File: config.mk
export PLATFORM = sky130hd
export DESIGN_NAME = pipeline_flow_ctrl
export DESIGN_NICKNAME = d
export VERILOG_FILES = /design/src/rtl/pipeline_flow_ctrl.sv
export SDC_FILE = /design/constraint.sdc
export NUM_CORES = 1
export LEC_CHECK = 0
export BUFFER_PORTS_ARGS = -buffer_cell sky130_fd_sc_hd__buf_4
export CORE_ASPECT_RATIO = 1.25
export CORE_MARGIN = 2
export CORE_UTILIZATION = 30
export CTS_CLUSTER_SIZE = 25
export DETAILED_ROUTE_END_ITERATION = 12
export PLACE_DENSITY = 0.59
export SLEW_MARGIN = 0
export SYNTH_ARGS = -nofsm -noshare
export SYNTH_HDL_FRONTEND = slang
export SYNTH_SLANG_ARGS = --single-unit
File: constraint.sdc
create_clock -name i_clk -period 5.9 [get_ports i_clk]
set_clock_uncertainty 0.15 [all_clocks]
set_input_delay 0.59 -clock i_clk [delete_from_list [all_inputs] [get_ports i_clk]]
set_output_delay 0.59 -clock i_clk [all_outputs]
set_load 0.05 [all_outputs]
File: src/rtl/pipeline_flow_ctrl.sv
// pipeline_flow_ctrl: stall/flush/halt and debug run/step sequencing for a 5-stage MIPS pipeline.
// Optional perf counters (o_stall_cnt, o_flush_cnt) are built when PIPE_PERF_CNT_EN is defined.
module pipeline_flow_ctrl #(
  parameter int DRAIN_CYCLES = 3,
  parameter int CNT_W        = 32
) (
  input  logic             i_clk,
  input  logic             i_rst_n,
  input  logic             i_stall,
  input  logic             i_flush_if_id,
  input  logic             i_flush_id_ex,
  input  logic             i_halt,
  input  logic             i_run,
  input  logic             i_step,
  input  logic             i_resume,
  output logic             o_pc_we,
  output logic             o_if_id_we,
  output logic             o_if_id_flush,
  output logic             o_id_ex_flush,
  output logic             o_stage_en,
  output logic             o_halted,
  output logic             o_busy,
  output logic [CNT_W-1:0] o_cycle_cnt,
  output logic [CNT_W-1:0] o_stall_cnt,
  output logic [CNT_W-1:0] o_flush_cnt
);
  typedef enum logic [2:0] {IDLE, RUN, STEP, DRAIN, HALTED} state_t;
  state_t           r_state, w_next;
  logic [3:0]       r_drain, w_drain_nxt;
  logic [CNT_W-1:0] r_cycle_cnt;
  always_ff @(posedge i_clk or negedge i_rst_n)
    if (!i_rst_n) begin
      r_state     <= IDLE;
      r_drain     <= '0;
      r_cycle_cnt <= '0;
    end else begin
      r_state     <= w_next;
      r_drain     <= w_drain_nxt;
      r_cycle_cnt <= (o_stage_en && r_cycle_cnt != '1) ? r_cycle_cnt + 1'b1 : r_cycle_cnt;
    end
  always_comb begin
    w_next        = r_state;
    w_drain_nxt   = r_drain;
    o_pc_we       = 1'b0;
    o_if_id_we    = 1'b0;
    o_if_id_flush = 1'b0;
    o_id_ex_flush = 1'b0;
    o_stage_en    = 1'b0;
    o_halted      = 1'b0;
    o_busy        = r_state == RUN || r_state == STEP || r_state == DRAIN;
    case (r_state)
      IDLE: w_next = i_run ? RUN : i_step ? STEP : IDLE;
      RUN, STEP: begin
        o_stage_en = 1'b1;
        if (i_halt) begin
          o_id_ex_flush = 1'b1;
          w_drain_nxt   = 4'(DRAIN_CYCLES - 1);
          w_next        = (DRAIN_CYCLES == 1) ? HALTED : DRAIN;
        end else begin
          o_pc_we       = i_flush_if_id | ~i_stall;
          o_if_id_we    = i_flush_if_id | ~i_stall;
          o_if_id_flush = i_flush_if_id;
          o_id_ex_flush = (i_stall & ~i_flush_if_id) | i_flush_id_ex;
          w_next        = (r_state == RUN && i_run) ? RUN : IDLE;
        end
      end
      DRAIN: begin
        o_stage_en    = 1'b1;
        o_id_ex_flush = 1'b1;
        w_drain_nxt   = r_drain - 4'd1;
        w_next        = (r_drain <= 4'd1) ? HALTED : DRAIN;
      end
      HALTED: begin
        o_halted = 1'b1;
        w_next   = i_resume ? IDLE : HALTED;
      end
      default: w_next = IDLE;
    endcase
  end
  assign o_cycle_cnt = r_cycle_cnt;
`ifdef PIPE_PERF_CNT_EN
  logic             w_adv, w_case_b, w_case_c;
  logic [CNT_W-1:0] r_stall_cnt, r_flush_cnt;
  assign w_adv    = (r_state == RUN || r_state == STEP) && !i_halt;
  assign w_case_b = w_adv && i_flush_if_id;
  assign w_case_c = w_adv && !i_flush_if_id && i_stall;
  always_ff @(posedge i_clk or negedge i_rst_n)
    if (!i_rst_n) begin
      r_stall_cnt <= '0;
      r_flush_cnt <= '0;
    end else begin
      r_stall_cnt <= (w_case_c && r_stall_cnt != '1) ? r_stall_cnt + 1'b1 : r_stall_cnt;
      r_flush_cnt <= (w_case_b && r_flush_cnt != '1) ? r_flush_cnt + 1'b1 : r_flush_cnt;
    end
  assign o_stall_cnt = r_stall_cnt;
  assign o_flush_cnt = r_flush_cnt;
`else
  assign o_stall_cnt = '0;
  assign o_flush_cnt = '0;
`endif
endmodule

# Word-level counts from Yosys, hierarchy flattened
# Cells that the tools add are included.
dict set report word_totals {
  reg_bits 39
  in_bits 9
  out_inout_bits 103
}
dict set report classes {
  n_addsub 2
  n_lt_le_gt_ge 1
  n_eq_ne 6
  muxes 17
  n_bitwise 5
  reduce_logical 9
}
# operator count
set ops {}
lappend ops {{32-bit by 1-bit adder with 32-bit output, second input constant} 1}
lappend ops {{32-bit != test, second input constant} 1}
lappend ops {{3-bit one-hot mux with 4 select lines} 1}
lappend ops {{1-bit 2-to-1 mux} 8}
lappend ops {{4-bit one-hot mux with 2 select lines} 1}
lappend ops {{3-bit by 2-bit == test with 1-bit output, second input constant} 2}
lappend ops {{2-bit 2-to-1 mux} 3}
lappend ops {{3-bit 2-to-1 mux} 2}
lappend ops {{4-bit by 1-bit less-or-equal comparator with 1-bit output, second input constant} 1}
lappend ops {{4-bit 2-to-1 mux} 1}
lappend ops {{4-bit by 1-bit subtractor with 4-bit output, second input constant} 1}
lappend ops {{3-bit by 1-bit == test with 1-bit output, second input constant} 1}
lappend ops {{3-bit == test, second input constant} 1}
lappend ops {{3-bit zero test} 1}
lappend ops {{3-bit OR reduction} 1}
lappend ops {{1-bit logical AND} 2}
lappend ops {{1-bit logical OR} 2}
lappend ops {{2-bit != test, second input constant} 1}
lappend ops {{1-bit inverter} 2}
lappend ops {{1-bit OR} 2}
lappend ops {{1-bit one-hot mux with 2 select lines} 1}
lappend ops {{2-bit AND reduction} 1}
lappend ops {{2-bit nonzero test} 1}
lappend ops {{2-bit OR reduction} 1}
lappend ops {{1-bit AND} 1}

# Logic depth before layout (Yosys ltp)
# Gate-level depths: netlist of run 1.
dict set report depth {
  ltp_word 5
  mapped_depth 7
  mapped_depth_nobuf 7
}

# Worst setup path after synthesis of run 1
# Ideal clock, no wire load.
dict set report synth_timing {
  kind {input port to output port}
  from {input port i_halt}
  to {output port o_pc_we}
  t_arrival_ns 2.303
  required_time_ns 5.160
  setup_slack_ns 2.857
  cell_stages 3
  cell_sequence {buf_1 > nor3_1 > buf_4}
}
dict set report synth_via {
  elab_chain_len 2
}
# element line
set synth_rtl {}
lappend synth_rtl {{start, declared} 12} ;# input logic i_halt,
lappend synth_rtl {{1-bit 2-to-1 mux (2 in a row)} n/a}
lappend synth_rtl {{end, declared} 16} ;# output logic o_pc_we,
# No other way between the ends.

# Worst setup path after layout of run 1
dict set report layout_timing {
  from {register r_state[0]}
  to {output port o_busy}
}
dict set report layout_via {
  elab_chain_len 3
  word_cells_on_any_way 5
  classes_between {eq/ne (3); reduce/logical (2)}
}
# element line
set layout_rtl {}
lappend layout_rtl {{start, declared} 28} ;# state_t r_state, w_next;
lappend layout_rtl {{start signal, assigned} 37} ;# r_state <= w_next;
lappend layout_rtl {{3-bit by 1-bit == test with 1-bit output or 3-bit by 2-bit == test with 1-bit output (tied branches)} 50} ;# o_busy = r_state == RUN || r_state == STEP || r_state == DRAIN;
lappend layout_rtl {{1-bit logical OR} 50}
lappend layout_rtl {{1-bit logical OR (*)} 50}
lappend layout_rtl {{end, declared} 22} ;# output logic o_busy,
# Every way passes the cells marked *; elsewhere a longest branch is shown, timed or not.

==> results of run 1 <==
==> cells in the mapped netlist, types with 2 or more instances <==
cell type  number  share of area
xnor2_1        14          0.048
buf_4          65           0.19
xor2_1         16          0.055
dfrtp_1        39           0.39
nand2_1         9          0.013
or2_2           2         0.0049
buf_2           3         0.0059
nor3_1         10          0.020
nand4_1        13          0.032
a21oi_1         8          0.016
mux2i_1         2         0.0079
inv_1           9          0.013
nor4_2          2         0.0099
o21ai_0         2         0.0040
and2_1          3         0.0074
nor2_1         21          0.031
nand3_1        16          0.032
and4_1          3          0.010
and3_1          7          0.017
ha_1            3          0.015
==> through the flow <==
stage | setup slack [ns] | instances
4_1_cts | 3.30 | 416
3_3_place_gp | 3.53 | 408
2_1_floorplan | 2.86 | 334
3_5_place_dp | 3.48 | 408
6_report | 3.33 | 416
5_1_grt | 3.13 | 416
==> flip-flops by register name, indices dropped and copies added, names as in the netlist <==
register,flops
o_cycle_cnt,32
r_drain,4
r_state,3
==> final cells by class <==
class / instances / area [um^2]
clock buffer: 7 / 76.3
clock inverter: 1 / 5.00
fill: 845 / 5380
inverter: 9 / 33.8
multi-input combinational: 216 / 1250
sequential: 39 / 976
tap: 97 / 121
timing repair buffer: 47 / 353
==> per-layer routing <==
layer / up-vias / track usage / share of wire
li1: 884 / - / -
met1: 875 / 0.131 / 0.41
met2: 90 / 0.195 / 0.50
met3: 5 / 0.0262 / 0.069
met4: 0 / 0.0513 / 0.021
met5: - / 0 / 0
==> how the worst max path moves through the flow <==
stage | depth (start not counted) | from | to
finish | 3 | r_state[0]$_DFF_PN0_ | o_busy
global route | 3 | r_state[0]$_DFF_PN0_ | o_busy
CTS | 3 | r_state[0]$_DFF_PN0_ | o_busy
detailed placement | 4 | o_cycle_cnt[16]$_DFFE_PN0P_ | o_cycle_cnt[1]$_DFFE_PN0P_
global placement | 4 | o_cycle_cnt[6]$_DFFE_PN0P_ | o_cycle_cnt[1]$_DFFE_PN0P_
floorplan | 3 | i_halt | o_pc_we
==> critical path: stages, from the launching register on <==
cell      delay, ns
dfrtp_1        0.51
o21bai_1       0.58
inv_1          0.21
buf_4          0.24
==> power breakdown <==
part / leakage [nW] / internal (mW) / switching, mW
clock network: 0.0422 / 0.0829 / 0.0887
logic: 0.860 / 0.145 / 0.405
registers: 0.521 / 0.313 / 0.0680
total: 1.42 / 0.540 / 0.562
==> kinds of logic (layout without fill, tap and decap cells) <==
kind of cell	Yosys count	in the layout	synth area share
flip-flops	39	39	0.385
AO/OA/AOI/OAI	22	22	0.0662
adder cells (fa/ha/maj)	3	3	0.0148
buffers and inverters	79	64	0.215
multiplexers	3	3	0.0124
other	1	64	0.00148
XOR/XNOR	30	30	0.104
AND/OR/NAND/NOR	94	94	0.201
==> run_results.csv, run 1 <==
group,metric,value,unit
drt,dr.pass1.iters,4,
setup_path,r2r_slack,3.51,ns
clock_network,cts_buffers,5,
drt,via_per_inst,4.46,
finish,final_nets,330,
setup_path,cp_max_fo,13,
status,outcome,"finished clean",
timing,holdWs,0.120,ns
placed_design,dpl-instance-area,2730,um^2
finish,fin_util,0.343,
finish,final_cell_mix,"conb_1 (64), buf_4 (47), dfrtp_1 (39)",
timing,rsz0062_at_grt,"false",
power,vdd.ir_drop.worst,0.234,mV
timing,post-route-min-period,2.57,ns
synth,avgSynthCellArea,9.34,um^2
die,die_h,107,um
synth,ys_ff_latch,39,
synth,synth_ff_type,"dfrtp_1",
synth,synth_enable_flop_cells,0,
global_route,grt_overflow,0,
setup_path,worstPathRequired,5.16,ns
drt,drtAntennaViolNets,0,
placed_design,gp_congestion,0.776,
die,fp-row-count,37,
synth,yosys_warnings,0,
synth,synthArstFlopShare,1.00,
die,dieArea,9200,um^2
die,die_x,86.2,um
drt,avgRoutedWirePerCell,12.3,um
finish,layout_commonest_cell,"conb_1",
timing,finalCritPeriodShare,0.435,
timing,setup_tns,0,ns
worst_hold_path,hp-class,"in2async",
clock_network,post_cts_resize_count,0,
setup_path,crit_path_start_kind,"flop",
finish,drive_gt1_frac,0.188,
drt,routed_wirelength,5120,um
timing,worstMarginPinSlew,0.699,ns
placed_design,dp_hpwl,3980,um
timing,slew_headroom,0.530,
clock_network,cts_tree,"yes",
setup_path,reg2reg_depth,4,
global_route,grt_max_degree,40,
synth,synth.yosys.seq_area_share,0.385,
power,leakagePower,1.42,nW
setup_path,setup.worst_path.class,"reg2out",
timing,finalHoldViolations,0,
finish,final_area,2810,um^2
setup_path,end_kind,"output port",
finish,antennaDiodeCount,0,
clock_network,hold_buffers,0,
finish,area_growth_syn_to_layout,11.1,%
global_route,grt_use_total,0.113,
clock_network,clockBufferDepth,2,
die,initial_core_util,0.309,
clock_network,postCtsSetupBuffers,0,
timing,finalMaxSlewViolations,0,
timing,finalSetupViolations,0,
placed_design,portBuffers,47,
global_route,grt_pass1_wl,8210,um
synth,synth_cell_type_count,44,
synth,synth.cell_area,2530,um^2
drt,dr.first_iter.drc_count,90,
die,coreArea,8190,um^2
setup_path,r2r_start,"o_cycle_cnt[16]$_DFFE_PN0P_",
drt,vias,1854,
setup_path,arrival,1.83,ns
drt,drc,0,
setup_path,worstReg2RegEnd,"o_cycle_cnt[1]$_DFFE_PN0P_",
clock_network,clk_pin_slew,0.07,ns
die,ioPinCount,112,
clock_network,cts_root_buffer,"clkbuf_8",
run,drv_cap,0,
power,powerDensity,392,nW/um^2
power,finalPower,1.10,mW
clock_network,insertion_delay,0.29,ns
clock_network,cts_max_level,2,
timing,timing.fmax,389,MHz
global_route,grt_pass1_vias,1725,
global_route,antenna_found_initial,0,
clock_network,cts_sinks,39,
synth,syn-instance-count,271,
(Power assumes the default switching activity.)
==> run 2, diff against run 1 <==
--- a/config.mk
+++ b/config.mk
@@ -11,7 +11,7 @@
 export CORE_UTILIZATION = 30
 export CTS_CLUSTER_SIZE = 25
 export DETAILED_ROUTE_END_ITERATION = 12
-export PLACE_DENSITY = 0.59
+export PLACE_DENSITY = 0.61
 export SLEW_MARGIN = 0
 export SYNTH_ARGS = -nofsm -noshare
 export SYNTH_HDL_FRONTEND = slang
==> constraint.sdc (replaced) <==
create_clock -name i_clk -period 2.3 [get_ports i_clk]
set_clock_uncertainty 0.15 [all_clocks]
set_input_delay 0.23 -clock i_clk [delete_from_list [all_inputs] [get_ports i_clk]]
set_output_delay 0.23 -clock i_clk [all_outputs]
set_load 0.05 [all_outputs]
==> run_results.csv, run 2 (synthesized netlist as in run 1, its figures left out) <==
group,metric,value,unit
status,outcome,"finished clean",
global_route,grt_pass1_wl,8300,um
finish,drive_gt1_frac,0.277,
timing,finalMaxSlewViolations,0,
clock_network,cts_buffers,5,
finish,antennaDiodeCount,0,
drt,avgRoutedWirePerCell,12.0,um
timing,finalSetupViolations,0,
timing,timing.fmax,457,MHz
die,die_x,86.2,um
finish,fillers,852,
placed_design,gp_congestion,0.751,
timing,finalCritPeriodShare,0.952,
finish,largest_reg_flops,32,
setup_path,crit_slowest_cell,"or4_4",
global_route,antenna_found_initial,0,
timing,setup_tns,0,ns
clock_network,postCtsSetupBuffers,0,
run,drv_cap,0,
drt,dr.first_iter.drc_count,60,
setup_path,setup.worst_path.class,"reg2reg",
finish,final_cell_mix,"conb_1 (64), buf_4 (56), nor2_1 (21)",
power,vdd.ir_drop.worst,0.577,mV
clock_network,cts_sinks,39,
timing,rsz0062_at_grt,"true",
placed_design,portBuffers,47,
setup_path,end_kind,"flop",
drt,drtAntennaViolNets,0,
timing,worstMarginPinSlew,0.508,ns
global_route,grt_overflow,0,
timing,slew_headroom,0.662,
worst_hold_path,hp-class,"in2reg",
setup_path,crit_family,"simple AND/OR/NAND/NOR gates",
setup_path,cp.buffers_inverters,1,
power,p_int,1.47,mW
setup_path,arrival,2.22,ns
setup_path,worstPathRequired,2.33,ns
power,clock_power_share,0.152,
power,combPwrFrac,0.530,
placed_design,dpl-instance-area,2850,um^2
drt,via_per_inst,4.43,
setup_path,crit_path_start_kind,"flop",
drt,dr.pass1.iters,4,
die,initial_core_util,0.309,
power,powerDensity,1010,nW/um^2
setup_path,path_cells,"nand4_1, or4_4, a211oi_2, buf_4, nand4_1, xnor2_1",
clock_network,cts_root_buffer,"clkbuf_8",
timing,post-route-min-period,2.19,ns
power,p_switching,1.49,mW
clock_network,clk_pin_slew,0.08,ns
drt,drc,0,
clock_network,cts_tree,"yes",
clock_network,clockBufferDepth,2,
global_route,grt_use_total,0.114,
placed_design,pre_cts_slack,0.111,ns
global_route,grt_pass1_vias,1744,
die,die_h,107,um
power,swShare,0.503,
finish,final_nets,340,
die,dieArea,9200,um^2
power,finalPower,2.96,mW
timing,holdWs,0.108,ns
finish,area_growth_syn_to_layout,16.1,%
clock_network,insertion_delay,0.29,ns
timing,fin_ws,0.111,ns
global_route,grt_max_degree,40,
die,fp-row-count,37,
setup_path,cp_max_fo,6,
setup_path,crit_path_max_incr_delay,0.57,ns
die,coreArea,8190,um^2
die,ioPinCount,112,
finish,layout_commonest_cell,"conb_1",
placed_design,dp_hpwl,4000,um
finish,final_area,2940,um^2
drt,vias,1888,
drt,routed_wirelength,5120,um
timing,finalHoldViolations,0,
setup_path,critical_path.most_common_cell,"nand4_1",
power,seq_power_share,0.318,
clock_network,cts_max_level,2,
power,leakagePower,1.49,nW
[run 2: cell type report]
| type | instances | area, um^2 | area share |
|---|---|---|---|
| Inverter | 9 | 33.8 | 0.0115 |
| Sequential cell | 39 | 1000 | 0.340 |
| Multi-Input combinational cell | 216 | 1270 | 0.432 |
| Timing Repair Buffer | 57 | 430 | 0.146 |
| Clock buffer | 5 | 68.8 | 0.0234 |
| Tap cell | 97 | 121 | 0.0413 |
| Clock inverter | 3 | 15.0 | 0.00511 |
[run 2: power groups by stage]
| stage | clock network, mW | registers [mW] | logic [mW] |
|---|---|---|---|
| after floorplan | 0 | 1.15 | 1.05 |
| after global placement | 0 | 0.940 | 1.56 |
| after detailed placement | 0 | 0.952 | 1.57 |
| after CTS | 0.463 | 0.942 | 1.58 |
| after global routing | 0.484 | 0.961 | 1.70 |
| final | 0.449 | 0.939 | 1.57 |
[run 2: path summary, 6_finish.rpt]
check	startpoint	to	slack [ns]	cells past startpoint
min	i_resume	r_state[2]$_DFF_PN0_	0.11	3
max reg2reg	o_cycle_cnt[3]$_DFFE_PN0P_	o_cycle_cnt[25]$_DFFE_PN0P_	0.11	6
min reg2reg	o_cycle_cnt[23]$_DFFE_PN0P_	o_cycle_cnt[23]$_DFFE_PN0P_	0.35	1
max	o_cycle_cnt[3]$_DFFE_PN0P_	o_cycle_cnt[25]$_DFFE_PN0P_	0.11	6
min in group asynchronous	i_rst_n	o_cycle_cnt[26]$_DFFE_PN0P_	0.31	2
max in group asynchronous	i_rst_n	o_cycle_cnt[19]$_DFFE_PN0P_	1.32	2
[run 2: metal layers]
| metal | wire length (um) | up-vias | GRT usage |
|---|---|---|---|
| li1 | - | 905 | - |
| met1 | 2080 | 891 | 0.136 |
| met2 | 2550 | 86 | 0.193 |
| met3 | 381 | 6 | 0.0277 |
| met4 | 107 | 0 | 0.0536 |
| met5 | 0 | - | 0 |
[run 2: what timing repair did]
item                                   in CTS  in global routing
setup endpoints to repair                   0                  6
resized for setup                           0                  0
endpoints found under the hold margin      39                  0
hold buffers                                1                  0
[run 2: worst reg2reg max path: stages (launching register included)]
cell	delay [ns]
dfrtp_2	0.43
nand4_1	0.16
or4_4	0.57
a211oi_2	0.31
buf_4	0.20
nand4_1	0.12
xnor2_1	0.14
[run 2: through the flow]
step / util / cells
4_1_cts: 0.359 / 426
5_1_grt: 0.359 / 426
3_3_place_gp: 0.347 / 417
3_5_place_dp: 0.347 / 417
2_1_floorplan: - / 334
6_report: 0.359 / 426
